### src/rtl/systolic_seq_ctrl_pkg.sv
// -----------------------------------------------------------------------------
// systolic_pkg
//   Shared types and elaboration helpers for the systolic array job sequencer.
//   - seq_state_e : sequencer FSM states
//   - elems_f     : number of operand/result words per pass (columns * rows)
//   - cnt_w_f     : bit width needed to hold the values 0..n
// -----------------------------------------------------------------------------
package systolic_pkg;

  typedef enum logic [2:0] {
    IDLE   = 3'd0,
    LOAD_A = 3'd1,
    WAIT_A = 3'd2,
    LOAD_B = 3'd3,
    WAIT_B = 3'd4,
    FLUSH  = 3'd5,
    DRAIN  = 3'd6,
    DONE   = 3'd7
  } seq_state_e;

  function automatic int elems_f(input int w, input int h);
    return w * h;
  endfunction

  // Width able to represent 0..n inclusive; never less than one bit.
  function automatic int cnt_w_f(input int n);
    return (n < 1) ? 1 : $clog2(n + 1);
  endfunction

endpackage

### src/rtl/systolic_seq_ctrl_if.sv
// -----------------------------------------------------------------------------
// systolic_seq_ctrl_if
//   Bundles the three streaming ports of the sequencer. Signal suffixes are
//   from the sequencer's point of view (_i = into sequencer, _o = out of it).
//   Host side   : host_valid_i, host_ready_o, host_data_i
//   Array load  : arr_valid_o, arr_ready_i, arr_data_o
//   Array ctrl  : arr_busy_i, arr_flush_o
//   Array drain : arr_valid_i, arr_data_i, arr_yumi_o
//   Result side : res_valid_o, res_ready_i, res_data_o
//   Modports: master = sequencer, slave = surrounding host/array/sink.
// -----------------------------------------------------------------------------
interface systolic_seq_ctrl_if #(
  parameter int width_p = 8
) ();

  logic               host_valid_i;
  logic               host_ready_o;
  logic [width_p-1:0] host_data_i;
  logic               arr_valid_o;
  logic               arr_ready_i;
  logic [width_p-1:0] arr_data_o;
  logic               arr_busy_i;
  logic               arr_flush_o;
  logic               arr_valid_i;
  logic [width_p-1:0] arr_data_i;
  logic               arr_yumi_o;
  logic               res_valid_o;
  logic               res_ready_i;
  logic [width_p-1:0] res_data_o;

  modport master (
    input  host_valid_i, host_data_i, arr_ready_i, arr_busy_i,
           arr_valid_i, arr_data_i, res_ready_i,
    output host_ready_o, arr_valid_o, arr_data_o, arr_flush_o,
           arr_yumi_o, res_valid_o, res_data_o
  );

  modport slave (
    output host_valid_i, host_data_i, arr_ready_i, arr_busy_i,
           arr_valid_i, arr_data_i, res_ready_i,
    input  host_ready_o, arr_valid_o, arr_data_o, arr_flush_o,
           arr_yumi_o, res_valid_o, res_data_o
  );

endinterface

### src/rtl/systolic_seq_ctrl_counter.sv
// -----------------------------------------------------------------------------
// systolic_seq_counter
//   Clear/increment up-counter with a terminal-count flag.
//   clk_i    : clock
//   reset_ni : asynchronous active-low reset
//   clr_i    : synchronous clear (wins over inc_i)
//   inc_i    : count one event
//   last_o   : inc_i is counting event number limit_p (count reaches limit_p)
// -----------------------------------------------------------------------------
module systolic_seq_counter
  import systolic_pkg::*;
#(
  parameter int limit_p = 4
) (
  input  logic clk_i,
  input  logic reset_ni,
  input  logic clr_i,
  input  logic inc_i,
  output logic last_o
);

  localparam int               cw_lp       = cnt_w_f(limit_p);
  localparam logic [cw_lp-1:0] last_val_lp = cw_lp'(limit_p - 1);

  logic [cw_lp-1:0] count_q;
  logic [cw_lp-1:0] count_d;

  // Next count: clear has priority so a terminal event also restarts from 0.
  always_comb begin
    count_d = count_q;
    if (clr_i) begin
      count_d = {cw_lp{1'b0}};
    end else if (inc_i) begin
      count_d = count_q + cw_lp'(1);
    end else begin
      count_d = count_q;
    end
  end

  // Count register.
  always_ff @(posedge clk_i or negedge reset_ni) begin
    if (!reset_ni) begin
      count_q <= {cw_lp{1'b0}};
    end else begin
      count_q <= count_d;
    end
  end

  assign last_o = inc_i & (count_q == last_val_lp);

endmodule

### src/rtl/systolic_seq_ctrl.sv
// -----------------------------------------------------------------------------
// systolic_seq_ctrl
//   Job sequencer for systolic_array: per start_i, streams elems host words
//   into the array (pass A), waits for the array to go idle, streams elems
//   more (pass B), waits again, pulses flush, then drains elems results.
//   clk_i, reset_ni : clock, asynchronous active-low reset
//   start_i         : start a job (sampled in IDLE only)
//   busy_o          : high in every state except IDLE
//   done_o          : registered one-cycle pulse at job completion
//   err_o           : sticky timeout flag
//   bus             : host / array / result streams (systolic_seq_ctrl_if)
//   Optional feature: define SYSTOLIC_SEQ_TIMEOUT_EN to bound WAIT_A/WAIT_B/
//   DRAIN by timeout_p cycles; without it err_o is tied low and waits are
//   unbounded.
// -----------------------------------------------------------------------------
module systolic_seq_ctrl
  import systolic_pkg::*;
#(
  parameter int width_p        = 8,
  parameter int array_width_p  = 2,
  parameter int array_height_p = 2,
  parameter int timeout_p      = 64
) (
  input  logic clk_i,
  input  logic reset_ni,
  input  logic start_i,
  output logic busy_o,
  output logic done_o,
  output logic err_o,
  systolic_seq_ctrl_if.master bus
);

  localparam int elems_lp = elems_f(array_width_p, array_height_p);

  if (timeout_p < 2) begin : g_bad_timeout_p
    $error("systolic_seq_ctrl: timeout_p must be at least 2");
  end

  seq_state_e state_q;
  seq_state_e state_d;
  logic       done_q;
  logic       load_s;
  logic       drain_s;
  logic       xfer_s;
  logic       pop_s;
  logic       elem_clr_s;
  logic       elem_inc_s;
  logic       elem_last_s;
  logic       timeout_s;

  assign load_s  = (state_q == LOAD_A) || (state_q == LOAD_B);
  assign drain_s = (state_q == DRAIN);
  assign xfer_s  = load_s & bus.host_valid_i & bus.arr_ready_i;
  assign pop_s   = drain_s & bus.arr_valid_i & bus.res_ready_i;

  // Streaming datapath: zero-latency pass-through while loading/draining.
  always_comb begin
    bus.host_ready_o = 1'b0;
    bus.arr_valid_o  = 1'b0;
    bus.arr_data_o   = {width_p{1'b0}};
    bus.res_valid_o  = 1'b0;
    bus.res_data_o   = {width_p{1'b0}};
    bus.arr_yumi_o   = 1'b0;
    bus.arr_flush_o  = (state_q == FLUSH);
    if (load_s) begin
      bus.host_ready_o = bus.arr_ready_i;
      bus.arr_valid_o  = bus.host_valid_i;
      bus.arr_data_o   = bus.host_data_i;
    end else begin
      bus.host_ready_o = 1'b0;
      bus.arr_valid_o  = 1'b0;
      bus.arr_data_o   = {width_p{1'b0}};
    end
    if (drain_s) begin
      bus.res_valid_o = bus.arr_valid_i;
      bus.res_data_o  = bus.arr_data_i;
      bus.arr_yumi_o  = bus.arr_valid_i & bus.res_ready_i;
    end else begin
      bus.res_valid_o = 1'b0;
      bus.res_data_o  = {width_p{1'b0}};
      bus.arr_yumi_o  = 1'b0;
    end
  end

  // Next-state logic. In WAIT/DRAIN a normal exit wins over a timeout that
  // lands on the same cycle.
  always_comb begin
    state_d = state_q;
    case (state_q)
      IDLE: begin
        if (start_i) state_d = LOAD_A;
        else         state_d = IDLE;
      end
      LOAD_A: begin
        if (elem_last_s) state_d = WAIT_A;
        else             state_d = LOAD_A;
      end
      WAIT_A: begin
        if (!bus.arr_busy_i) state_d = LOAD_B;
        else if (timeout_s)  state_d = IDLE;
        else                 state_d = WAIT_A;
      end
      LOAD_B: begin
        if (elem_last_s) state_d = WAIT_B;
        else             state_d = LOAD_B;
      end
      WAIT_B: begin
        if (!bus.arr_busy_i) state_d = FLUSH;
        else if (timeout_s)  state_d = IDLE;
        else                 state_d = WAIT_B;
      end
      FLUSH: begin
        state_d = DRAIN;
      end
      DRAIN: begin
        if (elem_last_s)    state_d = DONE;
        else if (timeout_s) state_d = IDLE;
        else                state_d = DRAIN;
      end
      DONE: begin
        state_d = IDLE;
      end
      default: begin
        state_d = IDLE;
      end
    endcase
  end

  // The element counter is shared by both load passes and the drain; it
  // restarts on every state change so it can never wrap.
  assign elem_clr_s = (state_d != state_q);
  assign elem_inc_s = xfer_s | pop_s;

  systolic_seq_counter #(
    .limit_p (elems_lp)
  ) u_elem_cnt (
    .clk_i    (clk_i),
    .reset_ni (reset_ni),
    .clr_i    (elem_clr_s),
    .inc_i    (elem_inc_s),
    .last_o   (elem_last_s)
  );

`ifdef SYSTOLIC_SEQ_TIMEOUT_EN
  logic timer_clr_s;
  logic timer_inc_s;
  logic timeout_exit_s;
  logic err_q;
  logic err_d;

  // Timer runs only while waiting on the array; each drained word restarts it.
  assign timer_inc_s = (state_q == WAIT_A) || (state_q == WAIT_B) || drain_s;
  assign timer_clr_s = (state_d != state_q) | pop_s;

  systolic_seq_counter #(
    .limit_p (timeout_p)
  ) u_timeout_cnt (
    .clk_i    (clk_i),
    .reset_ni (reset_ni),
    .clr_i    (timer_clr_s),
    .inc_i    (timer_inc_s),
    .last_o   (timeout_s)
  );

  // Only a timeout takes WAIT/DRAIN straight back to IDLE.
  assign timeout_exit_s = timer_inc_s && (state_d == IDLE);

  // Sticky error: set on timeout, cleared when the next job is accepted.
  always_comb begin
    err_d = err_q;
    if (timeout_exit_s) begin
      err_d = 1'b1;
    end else if ((state_q == IDLE) && start_i) begin
      err_d = 1'b0;
    end else begin
      err_d = err_q;
    end
  end

  // Error flag register.
  always_ff @(posedge clk_i or negedge reset_ni) begin
    if (!reset_ni) begin
      err_q <= 1'b0;
    end else begin
      err_q <= err_d;
    end
  end

  assign err_o = err_q;
`else
  assign timeout_s = 1'b0;
  assign err_o     = 1'b0;
`endif

  // State register and the done pulse, which is high exactly while in DONE.
  always_ff @(posedge clk_i or negedge reset_ni) begin
    if (!reset_ni) begin
      state_q <= IDLE;
      done_q  <= 1'b0;
    end else begin
      state_q <= state_d;
      done_q  <= (state_d == DONE);
    end
  end

  assign busy_o = (state_q != IDLE);
  assign done_o = done_q;

endmodule

### src/flat_wrapper.sv
// flat-port wrapper written by rule: the top's interface ports become plain ports
module systolic_seq_ctrl_flat import systolic_pkg::*;
#(
  parameter int width_p        = 8,
  parameter int array_width_p  = 2,
  parameter int array_height_p = 2,
  parameter int timeout_p      = 64
)
  (clk_i, reset_ni, start_i, busy_o, done_o, err_o, bus_host_valid_i, bus_host_data_i, bus_arr_ready_i, bus_arr_busy_i, bus_arr_valid_i, bus_arr_data_i, bus_res_ready_i, bus_host_ready_o, bus_arr_valid_o, bus_arr_data_o, bus_arr_flush_o, bus_arr_yumi_o, bus_res_valid_o, bus_res_data_o);
  systolic_seq_ctrl_if #(.width_p(width_p)) bus_i ();
  input  logic clk_i;
  input  logic reset_ni;
  input  logic start_i;
  output logic busy_o;
  output logic done_o;
  output logic err_o;
  input wire logic [$bits(bus_i.host_valid_i)-1:0] bus_host_valid_i;
  input wire logic [$bits(bus_i.host_data_i)-1:0] bus_host_data_i;
  input wire logic [$bits(bus_i.arr_ready_i)-1:0] bus_arr_ready_i;
  input wire logic [$bits(bus_i.arr_busy_i)-1:0] bus_arr_busy_i;
  input wire logic [$bits(bus_i.arr_valid_i)-1:0] bus_arr_valid_i;
  input wire logic [$bits(bus_i.arr_data_i)-1:0] bus_arr_data_i;
  input wire logic [$bits(bus_i.res_ready_i)-1:0] bus_res_ready_i;
  output wire logic [$bits(bus_i.host_ready_o)-1:0] bus_host_ready_o;
  output wire logic [$bits(bus_i.arr_valid_o)-1:0] bus_arr_valid_o;
  output wire logic [$bits(bus_i.arr_data_o)-1:0] bus_arr_data_o;
  output wire logic [$bits(bus_i.arr_flush_o)-1:0] bus_arr_flush_o;
  output wire logic [$bits(bus_i.arr_yumi_o)-1:0] bus_arr_yumi_o;
  output wire logic [$bits(bus_i.res_valid_o)-1:0] bus_res_valid_o;
  output wire logic [$bits(bus_i.res_data_o)-1:0] bus_res_data_o;
  assign bus_i.host_valid_i = bus_host_valid_i;
  assign bus_i.host_data_i = bus_host_data_i;
  assign bus_i.arr_ready_i = bus_arr_ready_i;
  assign bus_i.arr_busy_i = bus_arr_busy_i;
  assign bus_i.arr_valid_i = bus_arr_valid_i;
  assign bus_i.arr_data_i = bus_arr_data_i;
  assign bus_i.res_ready_i = bus_res_ready_i;
  assign bus_host_ready_o = bus_i.host_ready_o;
  assign bus_arr_valid_o = bus_i.arr_valid_o;
  assign bus_arr_data_o = bus_i.arr_data_o;
  assign bus_arr_flush_o = bus_i.arr_flush_o;
  assign bus_arr_yumi_o = bus_i.arr_yumi_o;
  assign bus_res_valid_o = bus_i.res_valid_o;
  assign bus_res_data_o = bus_i.res_data_o;
  systolic_seq_ctrl #(.width_p(width_p), .array_width_p(array_width_p), .array_height_p(array_height_p), .timeout_p(timeout_p)) u_core (.clk_i(clk_i), .reset_ni(reset_ni), .start_i(start_i), .busy_o(busy_o), .done_o(done_o), .err_o(err_o), .bus(bus_i));
endmodule
### config.mk
export PLATFORM = sky130hd
export DESIGN_NAME = systolic_seq_ctrl_flat
export DESIGN_NICKNAME = d
export VERILOG_FILES = /design/src/rtl/systolic_seq_ctrl_pkg.sv /design/src/rtl/systolic_seq_ctrl_if.sv /design/src/rtl/systolic_seq_ctrl_counter.sv /design/src/rtl/systolic_seq_ctrl.sv /design/src/flat_wrapper.sv
export SDC_FILE = /design/constraint.sdc
export NUM_CORES = 1
export LEC_CHECK = 0
export ABC_CLOCK_PERIOD_IN_PS = 3700
export BUFFER_PORTS_ARGS = -buffer_cell sky130_fd_sc_hd__buf_4
export CAP_MARGIN = 20
export CELL_PAD_IN_SITES_DETAIL_PLACEMENT = 2
export CELL_PAD_IN_SITES_GLOBAL_PLACEMENT = 2
export CORE_ASPECT_RATIO = 0.9
export CORE_MARGIN = 2
export CORE_UTILIZATION = 20
export CTS_BUF_LIST = sky130_fd_sc_hd__clkbuf_4 sky130_fd_sc_hd__clkbuf_8 sky130_fd_sc_hd__clkbuf_16
export DETAILED_ROUTE_END_ITERATION = 8
export PLACE_DENSITY = 0.8
export SKIP_CTS_REPAIR_TIMING = 1
export SYNTH_ARGS = -nofsm -noshare
export SYNTH_HDL_FRONTEND = slang
export SYNTH_SLANG_ARGS = --single-unit
### constraint.sdc
create_clock -name clk_i -period 3.7 [get_ports clk_i]
set_clock_uncertainty 0.05 [all_clocks]
set_input_delay 0.555 -clock clk_i [delete_from_list [all_inputs] [get_ports clk_i]]
set_output_delay 0.555 -clock clk_i [all_outputs]
set_load 0.02 [all_outputs]
* After elaboration in Yosys (flattened, before gate mapping)
Cells that the tools add are included.
Storage, ports and cells: register bits 7, bits of input ports 24, bits in latches 0, bits in writable memories 0, bits in read-only memories 0, output and inout bits 24, logic and storage cells 40, memories kept 0
Operators by class: bitwise gates (word level) 7, shifts and indexed selects 0, mux-type cells 15, multiply operators 0, reductions and logical operators 4, equality and inequality tests 10, add/sub/neg operators 1, $lt $le $gt $ge 0, divide/modulo/power cells 0
Operator list (count):
- $pmux 3 s8 | 1
- $mux 8 | 2
- $eq 3x3->1 const B | 5
- $eq 3x2->1 const B | 3
- $mux 3 | 3
- $mux 1 | 8
- $and 1x1->1 | 6
- $add 3x1->3 const B | 1
- $eq 3x1->1 const B | 1
- $logic_not 3->1 | 1
- $ne 3x3->1 | 1
- $reduce_bool 3->1 | 1
- $mux 2 | 1
- $reduce_bool 2->1 | 1
- $logic_or 1x1->1 | 1
- $or 1x1->1 | 1

* Depth between registers and ports, before layout
Gate-level depths: netlist of the first run.
depth after elaboration 10, mapped depth 6, gate-level depth less buffers 6

* By module
A second synthesis of the first run with hierarchy kept.
Unflattened totals: cells, all modules 66, area, all modules 588.1 um^2
By module, submodules not included:
- systolic_seq_ctrl | cells an instance 53, times used 1, area an instance 439.2 um^2, sequential area each 100.1 um^2
- systolic_seq_counter | cells an instance 13, times used 1, area an instance 148.9 um^2, sequential area each 75.1 um^2

* Worst setup path after synthesis of the first run
No wires, ideal clock.
path type register to output, start point register u_core.state_q[2], end point output port bus_arr_data_o[0], arrival time 1.046 ns, stages on the path, launching flop included 4, buffers on the path 1, required time 3.095 ns, slack 2.049 ns, cell sequence dfrtp_1 -> buf_6 -> nor2b_1 -> and2_1
On the way: longest elaborated chain between the ends 3, elaborated cells between the ends (all ways) 4, those cells by class 2 x eq/ne; 1 x mux; 1 x reduce/logical
Ends and longest elaborated chain:
- start, declared | RTL line systolic_seq_ctrl.sv:39 | seq_state_e state_q;
- start signal, assigned | RTL line systolic_seq_ctrl.sv:201 | state_q <= state_d;
- $eq 3x1->1 / $eq 3x2->1 (equally long branches) | RTL line systolic_seq_ctrl.sv:51 | assign load_s = (state_q == LOAD_A) || (state_q == LOAD_B);
- $logic_or 1x1->1 (*) | RTL line systolic_seq_ctrl.sv:51
- $mux 8 (*) | RTL line systolic_seq_ctrl.sv:65 | if (load_s) begin
- end, declared | RTL line flat_wrapper.sv:26 | output wire logic [$bits(bus_i.arr_data_o)-1:0] bus_arr_data_o;
Mark *: on every way between the ends. The rest lies on a longest branch, timed or not.

* Worst setup path in the final report of the first run
start point register u_core.state_q[2], end point output port bus_res_data_o[6]
On the way: longest elaborated chain between the ends 2
Ends and longest elaborated chain:
- $eq 3x3->1 | RTL line systolic_seq_ctrl.sv:52 | assign drain_s = (state_q == DRAIN);
- $mux 8 | RTL line systolic_seq_ctrl.sv:74 | if (drain_s) begin
- end, declared | RTL line flat_wrapper.sv:30 | output wire logic [$bits(bus_i.res_data_o)-1:0] bus_res_data_o;
Every way passes these cells.

==> impl_summary.md, run 1 <==
Setup path
STA classifies the critical path startpoint as a flip-flop. STA puts the critical path data required time at 3.09 ns. The arrival time of data at the critical path endpoint is 1.57 ns.

STA classifies the critical path endpoint as a primary output. The slack of the worst reg-to-reg path is around 1.9 ns. The worst register-to-register path begins at u_core.u_elem_cnt.count_q[0].

The critical path capture point is bus_res_data_o[6]. Along the worst path, the maximum fanout reaches 11. The worst setup path is of the flip-flop to primary output kind. Walking the worst path, the cells encountered are nand2_1 -> nor2_1 -> and2_1 -> buf_4.

On the worst path, the slowest cell contributes a delay of approximately 0.55 ns. The number of cells on the worst reg-to-reg path is 6. The source of the critical timing path is u_core.state_q[2]. The slowest cell on the critical path is sky130_fd_sc_hd__dfrtp_1.

The worst register-to-register path ends at u_core.u_elem_cnt.count_q[2].

Logic synthesis
The number of unique standard cell types used by synthesis is 28. The share of the synthesized area in the top cell type is a little under a third. The fraction of the yosys area taken by sequential cells is 30.4%.

After synthesis, the cell types taking the most area are sky130_fd_sc_hd__dfrtp_1 30%, sky130_fd_sc_hd__and2_1 22%, sky130_fd_sc_hd__ha_1 4.3%. The most used flip-flop cell after synthesis is sky130_fd_sc_hd__dfrtp_1. Dividing the synthesized area by the synthesized cell count gives slightly below 9 um^2. The biggest area contributor in the post-synthesis netlist is sky130_fd_sc_hd__dfrtp_1. The synthesized netlist net count is 91.

Of all flip-flops after synthesis, the portion carrying an async set or reset was 100%. The synthesized instance count is 65. In this run the cell area of the synthesized design comes to slightly below 600 um^2. For this run, the number of Yosys warnings is 0.

The synthesized design contains 7 register bits. The number of flops mapped to enable cells by yosys is 0.

Clock tree
The clock-pin slew on the worst setup and hold paths is around 0.05 ns. For this design, the sink count on the clock tree is 7. The latest clock arrival within the worst-skew pair is 0.25 ns. TritonCTS built the clock tree. The maximum buffer depth of the clock tree is 2. The CTS H-tree depth is 1.

Clock tree synthesis selected as its root buffer the cell sky130_fd_sc_hd__clkbuf_4. The number of CTS-inserted buffers is 3.

Routing
For this run, design rule violations remaining after detail routing come to 0. The sum of routed wire length over all layers is 1900 um. The via density per instance is ~4.2.

Summing over every cut layer, the via total after detailed routing is 640. The pre-antenna-repair detailed-routing pass consisted of 2 iterations. The count of routing violations after the opening detailed-route iteration is 15. The remaining number of nets flagged by the antenna check after routing is 0. The average wire length per cell after detail routing is approximately 13 um.

GRT
The total congestion overflow after global routing is 0. The all-layer global routing usage is 11.7%. The first global-routing pass estimated 2840 um of wire. The via count of the first global-routing pass is roughly 670. The initial antenna violation count is 0. Entering global routing, the biggest net connects 12 pins.

STA
The ratio of final minimum period to clock period is 58.7%. Setup total negative slack on the finished layout was measured at 0 ns. The final setup violation count is 0.

The post-layout minimum cycle time is roughly 2.2 ns. For this run, the top clock speed supported by timing is ~460 MHz. The final number of max-transition violations is 0. Setup repair after global routing left no endpoint under its margin. The final-report hold violation count is 0.

Worst hold path
The min-delay analysis places its worst path in the category input port to async pin.

Place
The total half-perimeter wirelength after legalization and detailed placement is 1660 um. The count of input and output buffers is 46. The placer's final routability congestion estimate is 0.787.

Power
The static power due to leakage is between 0.0005 and 0.0006 uW. Power comes to about 460 uW. The maximum vdd ir drop is 0.267 mV.

In this run the power density over the cells is about 470 nW/um^2.

Final layout
The net count of the finished layout is ~140. Leaving out fill and tap cells, the most frequent cells in the layout are 46 x sky130_fd_sc_hd__buf_4, 20 x sky130_fd_sc_hd__and2_1, 7 x sky130_fd_sc_hd__dfrtp_1. The number of inserted diodes is 0. The total area of sequential cells is approximately 180 um^2. In the final layout, the multi-input gates occupy 372 um^2.

The most common cell after layout, fill and taps aside is sky130_fd_sc_hd__buf_4. The layout has 339 filler cells. The share of layout cells above drive strength 1 is 48.2%. From synthesis to final layout, the design area changed by 69.2%.

Run status
The run finished with clean final reports.

Die
The die area is roughly 3300 um^2. The initial utilization of the core area, before any placement, comes to a little over a fifth. The die extent in x is 60.6 um. The area of the core is roughly 2700 um^2. The die is 54.9 um tall. The number of rows created at floorplan is 18. The number of placed I/O pins is 48.

Job
The tool flagged a number of max-cap violations equal to 0.
==> state kept, by name, indices dropped and copies added, names as in the netlist <==
signal	cells
u_core.state_q	3
u_core.u_elem_cnt.count_q	3
u_core.done_o	1
==> how the worst min path moves through the flow <==
stage,startpoint,to,cells past startpoint
global route,reset_ni,u_core.u_elem_cnt.count_q[0],1
CTS,reset_ni,u_core.done_o,1
floorplan,reset_ni,u_core.done_o,0
finish,reset_ni,u_core.done_o,1
global placement,reset_ni,u_core.u_elem_cnt.count_q[1],1
detailed placement,reset_ni,u_core.done_o,1
==> synth_stat cells, types with 2 or more instances <==
| master | number |
|---|---|
| sky130_fd_sc_hd__and2_1 | 20 |
| sky130_fd_sc_hd__buf_4 | 2 |
| sky130_fd_sc_hd__dfrtp_1 | 7 |
| sky130_fd_sc_hd__ha_1 | 2 |
| sky130_fd_sc_hd__nand2_1 | 6 |
| sky130_fd_sc_hd__nor2_1 | 4 |
| sky130_fd_sc_hd__nor2b_1 | 2 |
| sky130_fd_sc_hd__o21ai_0 | 2 |
==> cell families (layout without fill, tap and decap cells) <==
kind of cell    Yosys count  count (layout)  synth area share (%)
fa+ha+maj                 3               3                  6.29
other cells               1               1                 0.650
flops                     7               7                  30.4
compound gates            7               7                  11.1
xor+xnor                  2               2                  3.04
simple gates             40              40                  41.6
buf+inv                   4              51                  5.20
mux                       1               1                  1.74
==> per-layer routing <==
layer	up-vias	wire length (um)	global-route usage (%)
met1	299	772	13.0
met2	39	895	21.1
li1	302	-	-
met3	0	231	3.26
met4	0	0	4.35
met5	-	0	0
==> power by group <==
group / leakage, uW / internal, uW / switching (uW)
combinational: 0.000416 / 124 / 123
clock: 0.0000184 / 48.5 / 28.0
sequential: 0.0000871 / 103 / 35.0
total: 0.000522 / 275 / 186
==> final cells by class <==
class | instances | area share, %
Sequential cell | 7 | 17.9
Clock buffer | 4 | 3.08
Tap cell | 40 | 5.13
Inverter | 1 | 0.385
Timing Repair Buffer | 46 | 35.4
Multi-Input combinational cell | 54 | 38.1
==> critical path, delay by kind of cell, from the launching register on <==
kind,cells,cell delay [ns]
buf+inv,1,0.15
simple gates,3,0.62
flops,1,0.55
==> stage by stage <==
| stage | worst slack (ns) | utilization [%] | cells | hold WS [ns] | cell area (um^2) |
|---|---|---|---|---|---|
| floorplan | 2.05 | - | 65 | 0.209 | 577 |
| global placement | 1.84 | 34.4 | 148 | 0.320 | 946 |
| detailed placement | 1.78 | 34.4 | 148 | 0.324 | 946 |
| CTS | 1.50 | 35.5 | 152 | 0.0528 | 976 |
| global route | 1.38 | 35.5 | 152 | 0.0471 | 976 |
| finish | 1.53 | 35.5 | 152 | 0.0573 | 976 |
Power figures use the tool's default switching activity.
==> run 2: changes to the inputs <==
Settings changed: ABC_CLOCK_PERIOD_IN_PS 3700 to 2200, CORE_UTILIZATION 20 to 18, PLACE_DENSITY 0.8 to 0.73.
Clock period 3.7 ns to 2.2 ns, I/O delays scaled along.
==> run 2 against run 1 <==
Against the previous run: cell count increased by 2.0%; cell area increased by 1.3%; clock-buffer cell count unchanged; die area increased by 10%; clock power increased by 68%; total power increased by 72%; non-clock buffer count increased by 1; first-iteration DRC count decreased by 60%; setup slack got worse by 1.3 ns; via count increased by 0.47%; register-to-register slack got worse by 1.5 ns; critical endpoint is now bus_arr_data_o[3].
==> impl_summary.md, run 2 (synthesized netlist as in run 1, its figures left out) <==
Run status
The run finished with clean final reports.

Final layout
The top cell types in the final layout, fill and taps aside, are 46 x sky130_fd_sc_hd__buf_4, 20 x sky130_fd_sc_hd__and2_1, 7 x sky130_fd_sc_hd__dfrtp_1. The library cell used most frequently in the layout, excluding fill and tap cells, is sky130_fd_sc_hd__buf_4. The share of layout cells above drive strength 1 is 47.8% (-0.43 points). The number of inserted diodes is 0 (unchanged). The fill cell total of the finished layout is 348 (+2.7%). The net count of the finished layout is 140 (+0.72%). The relative area change from synthesis to final layout is 71.4%.

GRT
The largest net degree at the start of global routing is 12 (unchanged). The total congestion overflow after global routing is 0 (unchanged). The via count of the first global-routing pass is 642 (-3.7%). The initial antenna violation count was 0 (unchanged).

The all-layer global routing usage is 11.6% (-0.044 points). The peak-usage layer in the global routing report is met2. The met3 track utilization from global routing is 4.66% (+1.4 points). The global routing usage on met1 is 12.4% (-0.63 points). The met2 demand-to-capacity share in global routing came to 21.1% (-0.094 points). The first-pass GRT wire length is 3190 um (+12%).

Die
The area of the core came to 3070 um^2 (+12%). The die area is 3670 um^2 (+10%). The height of the chip is 57.7 um (+5.0%). The number of rows created at floorplan was 19 (+1). The initial cell density of the core is 18.8% (-2.2 points).

The die extent in x is 63.7 um (+5.1%). The number of placed I/O pins is 48 (unchanged).

Place
The worst-case setup slack after placement is 0.408 ns (-1.37 ns). The placer's final routability congestion estimate is 0.730 (-7.2%). The total half-perimeter wirelength after legalization and detailed placement was 1820 um (+10%). The count of input and output buffers is 46 (unchanged).

Routing
The number of vias after detailed routing was 643 (+0.47%). The sum of routed wire length over all layers is 2100 um (+11%). The first-pass detailed-route iteration total came to 3 (+1). The remaining number of nets flagged by the antenna check after routing came to 0 (unchanged). The average wire length per cell after detail routing was 13.6 um (+8.5%). The count of routing violations after the opening detailed-route iteration is 6 (-9).

The via density per instance came to 4.15 (-1.5%). The DRC violation count after routing came to 0 (unchanged).

Setup path
The biggest cell delay along the critical path came to 0.51 ns (-0.04 ns). The slowest stage of the critical path is the sky130_fd_sc_hd__dfrtp_1 cell. STA classifies the critical path endpoint as a primary output. The arrival time of data at the critical path endpoint came to 1.58 ns (about the same). The buffering stage count on the worst path with inverters included is 1 (unchanged). The slack of the worst reg-to-reg path was 0.39 ns (-1.51 ns). STA classifies the critical path startpoint as a flip-flop. The worst endpoint required time came to 1.82 ns (-1.27 ns).

The start-to-end type of the worst setup path is flip-flop to primary output. The signal on the critical path passes through nor2b_1 -> and2_1 -> buf_4. Among cell families on the critical path, the largest total delay comes from simple AND/OR/NAND/NOR gates. The highest net fanout along the worst path is 11 (unchanged).

Power
The switching portion of total power is 41.2% (+0.81 points). The internal cell power is 465 uW (+69%). The portion of total power attributed to combinational logic is 53.8% (+0.3 points).

The sequential group share of total power is 30.0% (about the same). The switching component of the power is 326 uW (+75%). The power density over the cells was 801 nW/um^2 (+69%). The power share of the clock group is 16.1% (-0.5 points). The maximum vdd ir drop was 0.357 mV (+34%). The static power due to leakage was 0.000526 uW (+0.80%).

Job
The number of max-cap violations is 0 (unchanged).

STA
Setup repair after global routing left no endpoint under its margin. The final setup TNS is 0 ns (unchanged). The highest clock rate is ~510 MHz.

The slack of the critical path came to 0.237 ns (-1.29 ns). In the finished design, the share of the clock period the worst path needs comes to between 80% and 90%. The final setup violation count is 0 (unchanged).

The final-report hold violation count is 0 (unchanged). Counting I/O delays and the setup requirement, the final critical path takes just under 2 ns. The final number of max-transition violations came to 0 (unchanged).

Clock tree
The root buffer cell is sky130_fd_sc_hd__clkbuf_4. The CTS H-tree depth came to 1 (unchanged). TritonCTS built the clock tree. The maximum buffer depth of the clock tree is 2 (unchanged). The total number of clock tree sinks was 7 (unchanged). The latest clock arrival within the worst-skew pair is 0.25 ns (about the same). The clock-pin slew on the worst setup and hold paths is 0.05 ns (about the same). The number of CTS-inserted buffers is 3 (unchanged).

Worst hold path
The worst hold-check path type is input port to flip-flop.
## run 2: changes by cell type in the layout (fill, tap and decap cells not counted), sizes merged
cell,change
dlygate4sd3,+1
## run 2: metrics by stage
stage | area, um^2 | util, % | power (uW) | std cells | hold WS [ns]
2_1_floorplan | 577 | - | 504 | 65 | -0.0156
3_3_place_gp | 948 | 30.9 | 649 | 150 | 0.0968
3_5_place_dp | 948 | 30.9 | 671 | 150 | 0.0984
4_1_cts | 978 | 31.9 | 809 | 154 | -0.179
5_1_grt | 988 | 32.2 | 862 | 155 | 0.333
6_report | 988 | 32.2 | 791 | 155 | 0.348
## run 2: cell type report
class	instances	area, um^2	share of cell area, %
inverters	1	3.75	0.380
multi-input cells	54	372	37.6
repair buffers	47	355	35.9
clock buffers	4	30.0	3.04
flip-flops and latches	7	175	17.7
well taps	42	52.6	5.32
## run 2: worst min-delay path: stages
cell and delay (ns):
sky130_fd_sc_hd__buf_4 0.12, sky130_fd_sc_hd__nand3_1 0.10, sky130_fd_sc_hd__nor2_1 0.05
## run 2: power by group through the flow
stage                     Combinational, uW  Clock [uW]  Sequential [uW]
final                                   426         128              238
after global routing                    469         144              250
after CTS                               435         136              238
after detailed placement                431           0              240
after global placement                  413           0              236
after floorplan                         305           0              199
## run 2: per-layer routing
metal,routed length [um],vias to the layer above
met1,773,305
met5,0,-
met2,1150,28
met3,165,2
li1,-,308
met4,12,0
## run 2: worst paths after layout
kind / cells after the start / startpoint / endpoint
min in group asynchronous: 2 / reset_ni / u_core.state_q[1]
max: 3 / u_core.state_q[2] / bus_arr_data_o[3]
max reg2reg: 6 / u_core.u_elem_cnt.count_q[0] / u_core.u_elem_cnt.count_q[2]
min: 3 / bus_arr_valid_i / u_core.done_o
max in group asynchronous: 2 / reset_ni / u_core.done_o
min reg2reg: 1 / u_core.u_elem_cnt.count_q[2] / u_core.u_elem_cnt.count_q[2]
